===== src/rtl/pipeline_pkg.sv =====
// rtl/pipeline_pkg.sv - shared forwarding encodings and scoreboard entry type
package pipeline_pkg;

    localparam logic [1:0] FWD_RF  = 2'b00;
    localparam logic [1:0] FWD_EX  = 2'b01;
    localparam logic [1:0] FWD_MEM = 2'b10;
    localparam logic [1:0] FWD_WB  = 2'b11;

    localparam logic [3:0] REG_PC = 4'd15;

    typedef struct packed {
        logic [3:0] rd;
        logic       rf_e;
        logic       load;
    } sb_entry_t;

    localparam sb_entry_t SB_BUBBLE = '{rd: 4'd0, rf_e: 1'b0, load: 1'b0};

endpackage


===== src/rtl/hazard_scoreboard.sv =====
// rtl/hazard_scoreboard.sv - EX/MEM/WB destination tracking shift register
module hazard_scoreboard
    import pipeline_pkg::*;
(
    input  logic      clk,
    input  logic      reset,
    input  logic      stall,
    input  sb_entry_t id_entry,
    output sb_entry_t ex_entry,
    output sb_entry_t mem_entry,
    output sb_entry_t wb_entry
);

    always_ff @(posedge clk) begin
        if (reset) begin
            ex_entry  <= SB_BUBBLE;
            mem_entry <= SB_BUBBLE;
            wb_entry  <= SB_BUBBLE;
        end else begin
            wb_entry  <= mem_entry;
            mem_entry <= ex_entry;
            // A stalled ID instruction stays in ID, so EX receives a bubble
            ex_entry  <= stall ? SB_BUBBLE : id_entry;
        end
    end

endmodule


===== src/rtl/hazard_forwarding_unit.sv =====
// rtl/hazard_forwarding_unit.sv - operand forwarding selects, load-use stall and branch flush
module hazard_forwarding_unit
    import pipeline_pkg::*;
(
    input  logic       clk,
    input  logic       reset,
    input  logic [3:0] id_rn,
    input  logic [3:0] id_rm,
    input  logic [3:0] id_rd,
    input  logic       id_use_rn,
    input  logic       id_use_rm,
    input  logic       id_use_rd,
    input  logic       id_rf_e,
    input  logic       id_load,
    input  logic       branch_taken,
    output logic [1:0] pa_sel,
    output logic [1:0] pb_sel,
    output logic [1:0] pd_sel,
    output logic       enable_pc,
    output logic       enable_ifid,
    output logic       cu_mux_sel,
    output logic       ifid_flush
);

    sb_entry_t id_entry;
    sb_entry_t ex_entry;
    sb_entry_t mem_entry;
    sb_entry_t wb_entry;
    logic      ex_load_hit;
    logic      stall;

    assign id_entry = '{rd: id_rd, rf_e: id_rf_e, load: id_load};

    hazard_scoreboard u_scoreboard (
        .clk       (clk),
        .reset     (reset),
        .stall     (stall),
        .id_entry  (id_entry),
        .ex_entry  (ex_entry),
        .mem_entry (mem_entry),
        .wb_entry  (wb_entry)
    );

    // Youngest producer wins; PC reads always come from the register file
    function automatic logic [1:0] fwd_select(
        input logic       use_src,
        input logic [3:0] src,
        input sb_entry_t  ex,
        input sb_entry_t  mem,
        input sb_entry_t  wb
    );
        logic [1:0] sel;
        sel = FWD_RF;
        if (use_src && src != REG_PC) begin
            if (ex.rf_e && ex.rd == src)
                sel = FWD_EX;
            else if (mem.rf_e && mem.rd == src)
                sel = FWD_MEM;
            else if (wb.rf_e && wb.rd == src)
                sel = FWD_WB;
        end
        return sel;
    endfunction

    always_comb begin
        ex_load_hit = 1'b0;
        if (ex_entry.load && ex_entry.rf_e) begin
            ex_load_hit = (id_use_rn && id_rn == ex_entry.rd) ||
                          (id_use_rm && id_rm == ex_entry.rd) ||
                          (id_use_rd && id_rd == ex_entry.rd);
        end
    end

    assign stall = ex_load_hit && !reset;

    always_comb begin
        pa_sel      = FWD_RF;
        pb_sel      = FWD_RF;
        pd_sel      = FWD_RF;
        enable_pc   = 1'b1;
        enable_ifid = 1'b1;
        cu_mux_sel  = 1'b0;
        ifid_flush  = 1'b0;
        if (!reset) begin
            pa_sel      = fwd_select(id_use_rn, id_rn, ex_entry, mem_entry, wb_entry);
            pb_sel      = fwd_select(id_use_rm, id_rm, ex_entry, mem_entry, wb_entry);
            pd_sel      = fwd_select(id_use_rd, id_rd, ex_entry, mem_entry, wb_entry);
            enable_pc   = !stall;
            enable_ifid = !stall;
            cu_mux_sel  = stall;
            ifid_flush  = branch_taken && !stall;
        end
    end

endmodule


===== config.mk =====
export PLATFORM = sky130hd
export DESIGN_NAME = hazard_forwarding_unit
export DESIGN_NICKNAME = d
export VERILOG_FILES = /design/src/rtl/pipeline_pkg.sv /design/src/rtl/hazard_scoreboard.sv /design/src/rtl/hazard_forwarding_unit.sv
export SDC_FILE = /design/constraint.sdc
export NUM_CORES = 1
export LEC_CHECK = 0
export ABC_CLOCK_PERIOD_IN_PS = 2050
export BUFFER_PORTS_ARGS = -buffer_cell sky130_fd_sc_hd__buf_4
export CAP_MARGIN = 10
export CORE_AREA = 2 2 49 51
export CTS_CLUSTER_SIZE = 25
export DETAILED_ROUTE_END_ITERATION = 10
export DIE_AREA = 0 0 51 53
export PLACE_DENSITY = 0.82
export SYNTH_ARGS = -nofsm -noshare
export SYNTH_HDL_FRONTEND = slang
export SYNTH_SLANG_ARGS = --single-unit

===== constraint.sdc =====
create_clock -name clk -period 2.05 [get_ports clk]
set_input_delay 0.1025 -clock clk [delete_from_list [all_inputs] [get_ports clk]]
set_output_delay 0.1025 -clock clk [all_outputs]
set_load 0.02 [all_outputs]

==> results of run 1 <==
==> worst max path at each step <==
stage | endpoint | start | cells past startpoint | slack (ns)
finish | enable_pc | u_scoreboard.ex_entry[4] | 5 | 0.08
floorplan | enable_pc | u_scoreboard.ex_entry[2] | 6 | 0.36
global placement | cu_mux_sel | u_scoreboard.ex_entry[3] | 5 | 0.41
detailed placement | enable_ifid | u_scoreboard.ex_entry[2] | 5 | 0.34
global route | enable_ifid | u_scoreboard.ex_entry[2] | 5 | -0.01
CTS | enable_ifid | u_scoreboard.ex_entry[3] | 5 | 0.01
==> per-layer routing <==
metal / wire (um) / vias up / global-route usage, %
met2: 1310 / 19 / 35.06
met3: 91 / 5 / 4.237
li1: - / 475 / -
met5: 0 / - / 0
met1: 1169 / 438 / 23.62
met4: 30 / 0 / 7.207
==> cell usage in the layout (no fill, tap or decap), drive strengths merged <==
cell type / n
a21oi: 1
a221oi: 2
a22o: 2
and3: 2
and3b: 3
and4: 3
buf: 31
clkbuf: 4
dfxtp: 16
inv: 3
nand2: 2
nand3: 7
nand4: 4
nor2: 3
nor2b: 9
nor3: 6
nor4: 2
nor4b: 7
o21ai: 1
o21ba: 1
o21bai: 1
o2bb2ai: 2
xnor2: 10
xor2: 26
==> stage by stage <==
stage / cell area [sq um] / utilization, % / setup slack (ns) / hold WS (ns) / instances
6_report: 1404 / 65.35 / 0.08429 / 0.08916 / 176
5_1_grt: 1404 / 65.35 / -0.01403 / 0.08938 / 176
2_1_floorplan: 1116 / - / 0.3612 / 0.2892 / 117
3_3_place_gp: 1358 / 63.19 / 0.4137 / 0.3883 / 172
4_1_cts: 1394 / 64.88 / 0.01017 / 0.09479 / 176
3_5_place_dp: 1358 / 63.19 / 0.3419 / 0.3960 / 172
==> cell type report <==
type | instances | area, sq um
clock buffer | 4 | 36.28
fill | 177 | 744.5
inverter | 3 | 11.26
multi-input combinational | 94 | 768.2
sequential | 16 | 320.3
tap | 28 | 35.03
timing repair buffer | 31 | 232.7
==> worst max-delay path: cells and delay by family (launching register included) <==
| family | cells | cell delay (ns) |
|---|---|---|
| AOI/OAI and AO/OA | 1 | 0.16 |
| xor gates and xnor gates | 1 | 0.16 |
| buffers and inverters | 1 | 0.18 |
| DFF | 1 | 0.45 |
| and+or+nand+nor | 2 | 0.61 |
==> where the power goes <==
part           internal, mW  switching, mW
clock network         0.108          0.104
registers             0.324         0.0184
logic                0.0779         0.0757
total                 0.510          0.198
==> logic make-up after synthesis <==
family	count (synthesis)
compound gates	10
xor+xnor	36
buf+inv	7
flops	16
simple gates	48
==> timing repair <==
action | 4_1_cts | 5_1_grt
hold endpoints to repair | 0 | 0
endpoints found under the setup margin | 0 | 4
resized for setup | 0 | 2
==> state kept, by name, summed over array words and instances, names as in the netlist <==
register and count:
u_scoreboard.wb_entry 5, u_scoreboard.ex_entry 6, u_scoreboard.mem_entry 5
==> metrics, run 1 <==
clk root buf=clkbuf_4; GP Congestion=0.8172; Clock Skew=0.006497 ns; first-pass GRT wire length=3.926 mm; setup violators final=0; antenna violations before repair=0; EDFF count, synth=0; cts bufs inserted=3; Die Span X=51 um; Clock Pin Slew Worst Setup and Hold Paths=0.09 ns; area grow syn2layout=25.79%; Netlist Area Pre-Place=1116 sq um; main combinational cell family by area after synthesis=simple AND/OR/NAND/NOR gates; Yosys top cell by area=dfxtp_1; hold buffers post-CTS=0; core area=2148 sq um; Cell variety after synth=26; die area=2703 sq um; most frequent cell after synthesis=xor2_1; Mapped Cells=117; cell depth of the worst hold path=2; multiplexer share of the synthesized area=0%; Critical-path top delay cell=dfxtp_1; Tmin final=1.966 ns; RR Endpoint=u_scoreboard.ex_entry[2]; I/O pins=30; reg2reg path depth=5; Synth top cells by count=xor2_1, dfxtp_1, xnor2_1; Critical Path RT=1.95 ns; synthesized area per cell=9.539 sq um; Initial Util=51.95%; worst path arrival time=1.86 ns; Initial DRC Count=9; Worst-Margin Slew=0.4024 ns; Clock Tree Buf Depth=2; Post-Synth Adder-Cell Area=0%; kind of critical path=flop to primary output; Post-CTS Setup Bufs=0; Seq/Total Area, Yosys=28.70%; clock sinks=16; Clk Latency, worst-skew pair=0.29 ns; Hold Crit Class=input port to flop; H-tree depth=1; compound-cell area share of the yosys netlist=7.175%; layout cells sized above 1=31.08%; Main synth FF type=dfxtp_1; Max Cap Violations=0; TritonCTS clock tree=done; Residual DRC=0; Largest stage delay, worst path=0.45 ns; total vias in the final route=937; CP Launch Type=flop; n_diodes=0; DR vias/cell=5.324; Synthesis Warnings=0; asr flop ratio synth=0%; Synth top area share=28.70%; Power Density=504.6 nW/um^2; largest net degree at the start of global routing=23; CP Cell Sequence=xnor2_1, nand4_1, nor2_2, o21bai_1, buf_4; Simple-Gate Fraction of Synth Area=32.51%; IO buf count=29; most area-consuming cells after synthesis=dfxtp_1, xor2_1, nor4b_2, xnor2_1, nor2b_1; Reg2Reg Setup Slack=0.44 ns; row cnt=17; origin of the critical flop-to-flop path=u_scoreboard.ex_entry[4]; fin nets=169; CP endpoint kind=primary output; post-route ant nets=0; final hold vios=0; hold path startpoint=id_rf_e; GRT overflow=0; hpwl dp=2.106 mm; post-synthesis xor/xnor area fraction=28.25%; Hold EP=u_scoreboard.ex_entry[1]; net count after synthesis=137; Rel. slew slack=73.14%; maximum VDD drop=478.1 uV; Die H=53 um; fin crit share=95.89%; drt first pass iters=4; max-slew violation count=0; critical path peak fanout=7; WL per Instance=14.78 um; PnR Total Power=708.4 uW; #FFs+latches synth=16; number of global-route vias before repair=887; Max Freq=508.7 MHz; Total Wirelength=2.602 mm; status=finished clean; leakage=0.6123 nW; Setup Total Neg Slack=0 ns; GRT Overall Usage=19.88%
Note: power is estimated with default switching activity, not from simulation.
==> run 2, diff against run 1 <==
ABC_AREA = 1   (was not set)
PLACE_DENSITY = 0.83   (was 0.82)
REMOVE_ABC_BUFFERS = 1   (was not set)
==> metrics, run 2 <==
area grow syn2layout=24.40%; Max Cap Violations=0 (unchanged); Seq/Total Area, Yosys=28.13% (-0.57 points); TritonCTS clock tree=done; RR Endpoint=u_scoreboard.ex_entry[2]; setup violators final=0 (unchanged); H-tree depth=1 (unchanged); GRT Overall Usage=25.26% (+5.4 points); Main synth FF type=dfxtp_1; Multi-input gate area=675.6 sq um (-12%); #FFs+latches synth=16 (unchanged); status=finished clean; Reg2Reg Setup Slack=0.74 ns (+0.30 ns); Clock Tree Buf Depth=2 (unchanged); clock sinks=16 (unchanged); final hold vios=0 (unchanged); max reg flops=6 (unchanged); Clock Skew=0.002071 ns (-0.004427 ns); Largest regs=u_scoreboard.ex_entry x6, u_scoreboard.mem_entry x5, u_scoreboard.wb_entry x5; leakage=0.7207 nW (+18%); total vias in the final route=1343 (+43%); row cnt=17 (unchanged); most frequent cell after synthesis=nand2_1; dpl cells=255 (+48%); Setup Total Neg Slack=0 ns (unchanged); cell depth of the worst hold path=3 (+1); I/O pins=30 (unchanged); CP endpoint kind=primary output; Synth top area share=28.13% (-0.57 points); origin of the critical flop-to-flop path=u_scoreboard.ex_entry[3]; reg2reg path depth=9 (+4); Power Density=500.8 nW/um^2 (-0.74%); Max Freq=571.6 MHz (+12%); Clock Pin Slew Worst Setup and Hold Paths=0.10 ns (about the same); EDFF count, synth=0 (unchanged); first-pass GRT wire length=5.009 mm (+28%); Tmin final=1.750 ns (-0.2162 ns); Final Cell Area=1416 sq um (+0.89%); Total Wirelength=3.056 mm (+17%); DP Area=1380 sq um (+1.7%); layout cells sized above 1=19.91% (-11 points); Netlist Area Pre-Place=1139 sq um (+2.0%); kind of critical path=flop to primary output; Layout Utilization=65.93% (+0.58 points); RSZ-0062 raised after global routing=no; DR vias/cell=5.185 (-2.6%); hold buffers post-CTS=0 (unchanged); Residual DRC=0 (unchanged); die area=2703 sq um (unchanged); hold slack=0.02225 ns (-0.06691 ns); n_diodes=0 (unchanged); Hold EP=u_scoreboard.ex_entry[1]; clk root buf=clkbuf_4; CTS resizes=0 (unchanged); Synth top cells by count=nand2_1, nor2_1, inv_1; Die H=53 um (unchanged); largest net degree at the start of global routing=13 (-43%); synthesized area per cell=5.693 sq um (-40%); Clk Latency, worst-skew pair=0.29 ns (about the same); antenna violations before repair=0 (unchanged); drt first pass iters=4 (unchanged); CP Launch Type=flop; Hold Crit Class=input port to flop; Post-CTS Setup Bufs=0 (unchanged); Yosys top cell by area=dfxtp_1; GRT overflow=0 (unchanged); post-route ant nets=0 (unchanged); Synthesis Warnings=0 (unchanged); non-filler cells, final=259 (+47%); worst path arrival time=1.65 ns (-0.21 ns); WL per Instance=11.80 um (-20%); Rel. slew slack=82.34% (+9.2 points); most common cell after layout, fill and taps aside=nand2_1; Mapped Cells=200 (+71%); Die Span X=51 um (unchanged); GP Congestion=0.9656 (+18%); core area=2148 sq um (unchanged); asr flop ratio synth=0% (unchanged); max-slew violation count=0 (unchanged); FILL cells=230 (+30%); fin nets=252 (+49%); Initial DRC Count=47 (+38); hold path startpoint=id_rf_e; maximum VDD drop=404.2 uV (-15%); Biggest register=u_scoreboard.ex_entry; critical path peak fanout=7 (unchanged); commonest cells after routing, fill and taps aside=nand2_1, nor2_1, buf_4; Initial Util=53.00% (+1.0 points); FF+latch area=320.3 sq um (unchanged); number of global-route vias before repair=1158 (+31%); IO buf count=29 (unchanged); fin crit share=85.34% (-11 points); cts bufs inserted=3 (unchanged); most area-consuming cells after synthesis=dfxtp_1, nand2_1, nor2_1, inv_1, a21oi_1; hpwl dp=2.438 mm (+16%); Worst-Margin Slew=0.2646 ns (-0.1379 ns); Cell variety after synth=20 (-23%); Critical Path RT=1.95 ns (about the same)
run 2: changes by cell type in the layout (fill, tap and decap cells not counted), sizes merged, moves of 5 or more:
cell	previous run	this run
nor2b	9	0
xor2	26	1
o21ai	1	9
nor2	3	32
o22ai	0	5
xnor2	10	1
inv	3	35
nor3	6	0
nand2	2	65
a21oi	1	14
nor4b	7	0
run 2: power breakdown:
part	total, mW	switching, mW	internal [mW]
registers	0.337	0.0134	0.324
logic	0.160	0.0947	0.0655
clock network	0.212	0.104	0.108
total	0.709	0.212	0.498
run 2: worst max-delay path by stage:
stage	depth (start not counted)	to	start
finish	10	ifid_flush	u_scoreboard.ex_entry[3]
global route	10	enable_ifid	u_scoreboard.ex_entry[3]
CTS	10	ifid_flush	u_scoreboard.ex_entry[3]
detailed placement	10	ifid_flush	u_scoreboard.ex_entry[3]
global placement	10	ifid_flush	u_scoreboard.ex_entry[3]
floorplan	9	enable_ifid	u_scoreboard.ex_entry[3]
run 2: cell families after synthesis:
| group | Yosys count | share of synthesized area, % |
|---|---|---|
| simple gates | 116 | 44.29 |
| buf+inv | 37 | 12.53 |
| flops | 16 | 28.13 |
| xor+xnor | 2 | 1.539 |
| compound gates | 29 | 13.52 |
run 2: metrics by stage:
step / power, mW / setup slack (ns)
after detailed placement: 0.5024 / 0.6486
final: 0.7094 / 0.3005
after global routing: 0.7583 / 0.1154
after floorplan: 0.4305 / 0.7717
after global placement: 0.5013 / 0.6553
after CTS: 0.7145 / 0.2882
run 2: metal layers:
layer / track usage, % / share of wire [%]
met1: 32.64 / 44
met2: 41.99 / 45
met3: 3.390 / 9.9
met4: 10.81 / 1.7
met5: 0 / 0
run 2: final cells by class:
cell class                 count  share of cell area [%]
clock buffer                   4                   2.562
inverter                      35                   9.276
multi-input combinational    147                   47.70
sequential                    16                   22.61
tap                           28                   2.473
timing repair buffer          29                   15.37
run 2: worst max-delay path, cell delays in order, from the launching register on:
cell	delay, ns
dfxtp_1	0.39
inv_1	0.11
nand2_1	0.07
nand2_1	0.05
nor2_1	0.17
nand3_1	0.12
nand3_2	0.11
nand2_4	0.07
nand2_4	0.09
nor2_1	0.05
buf_4	0.15
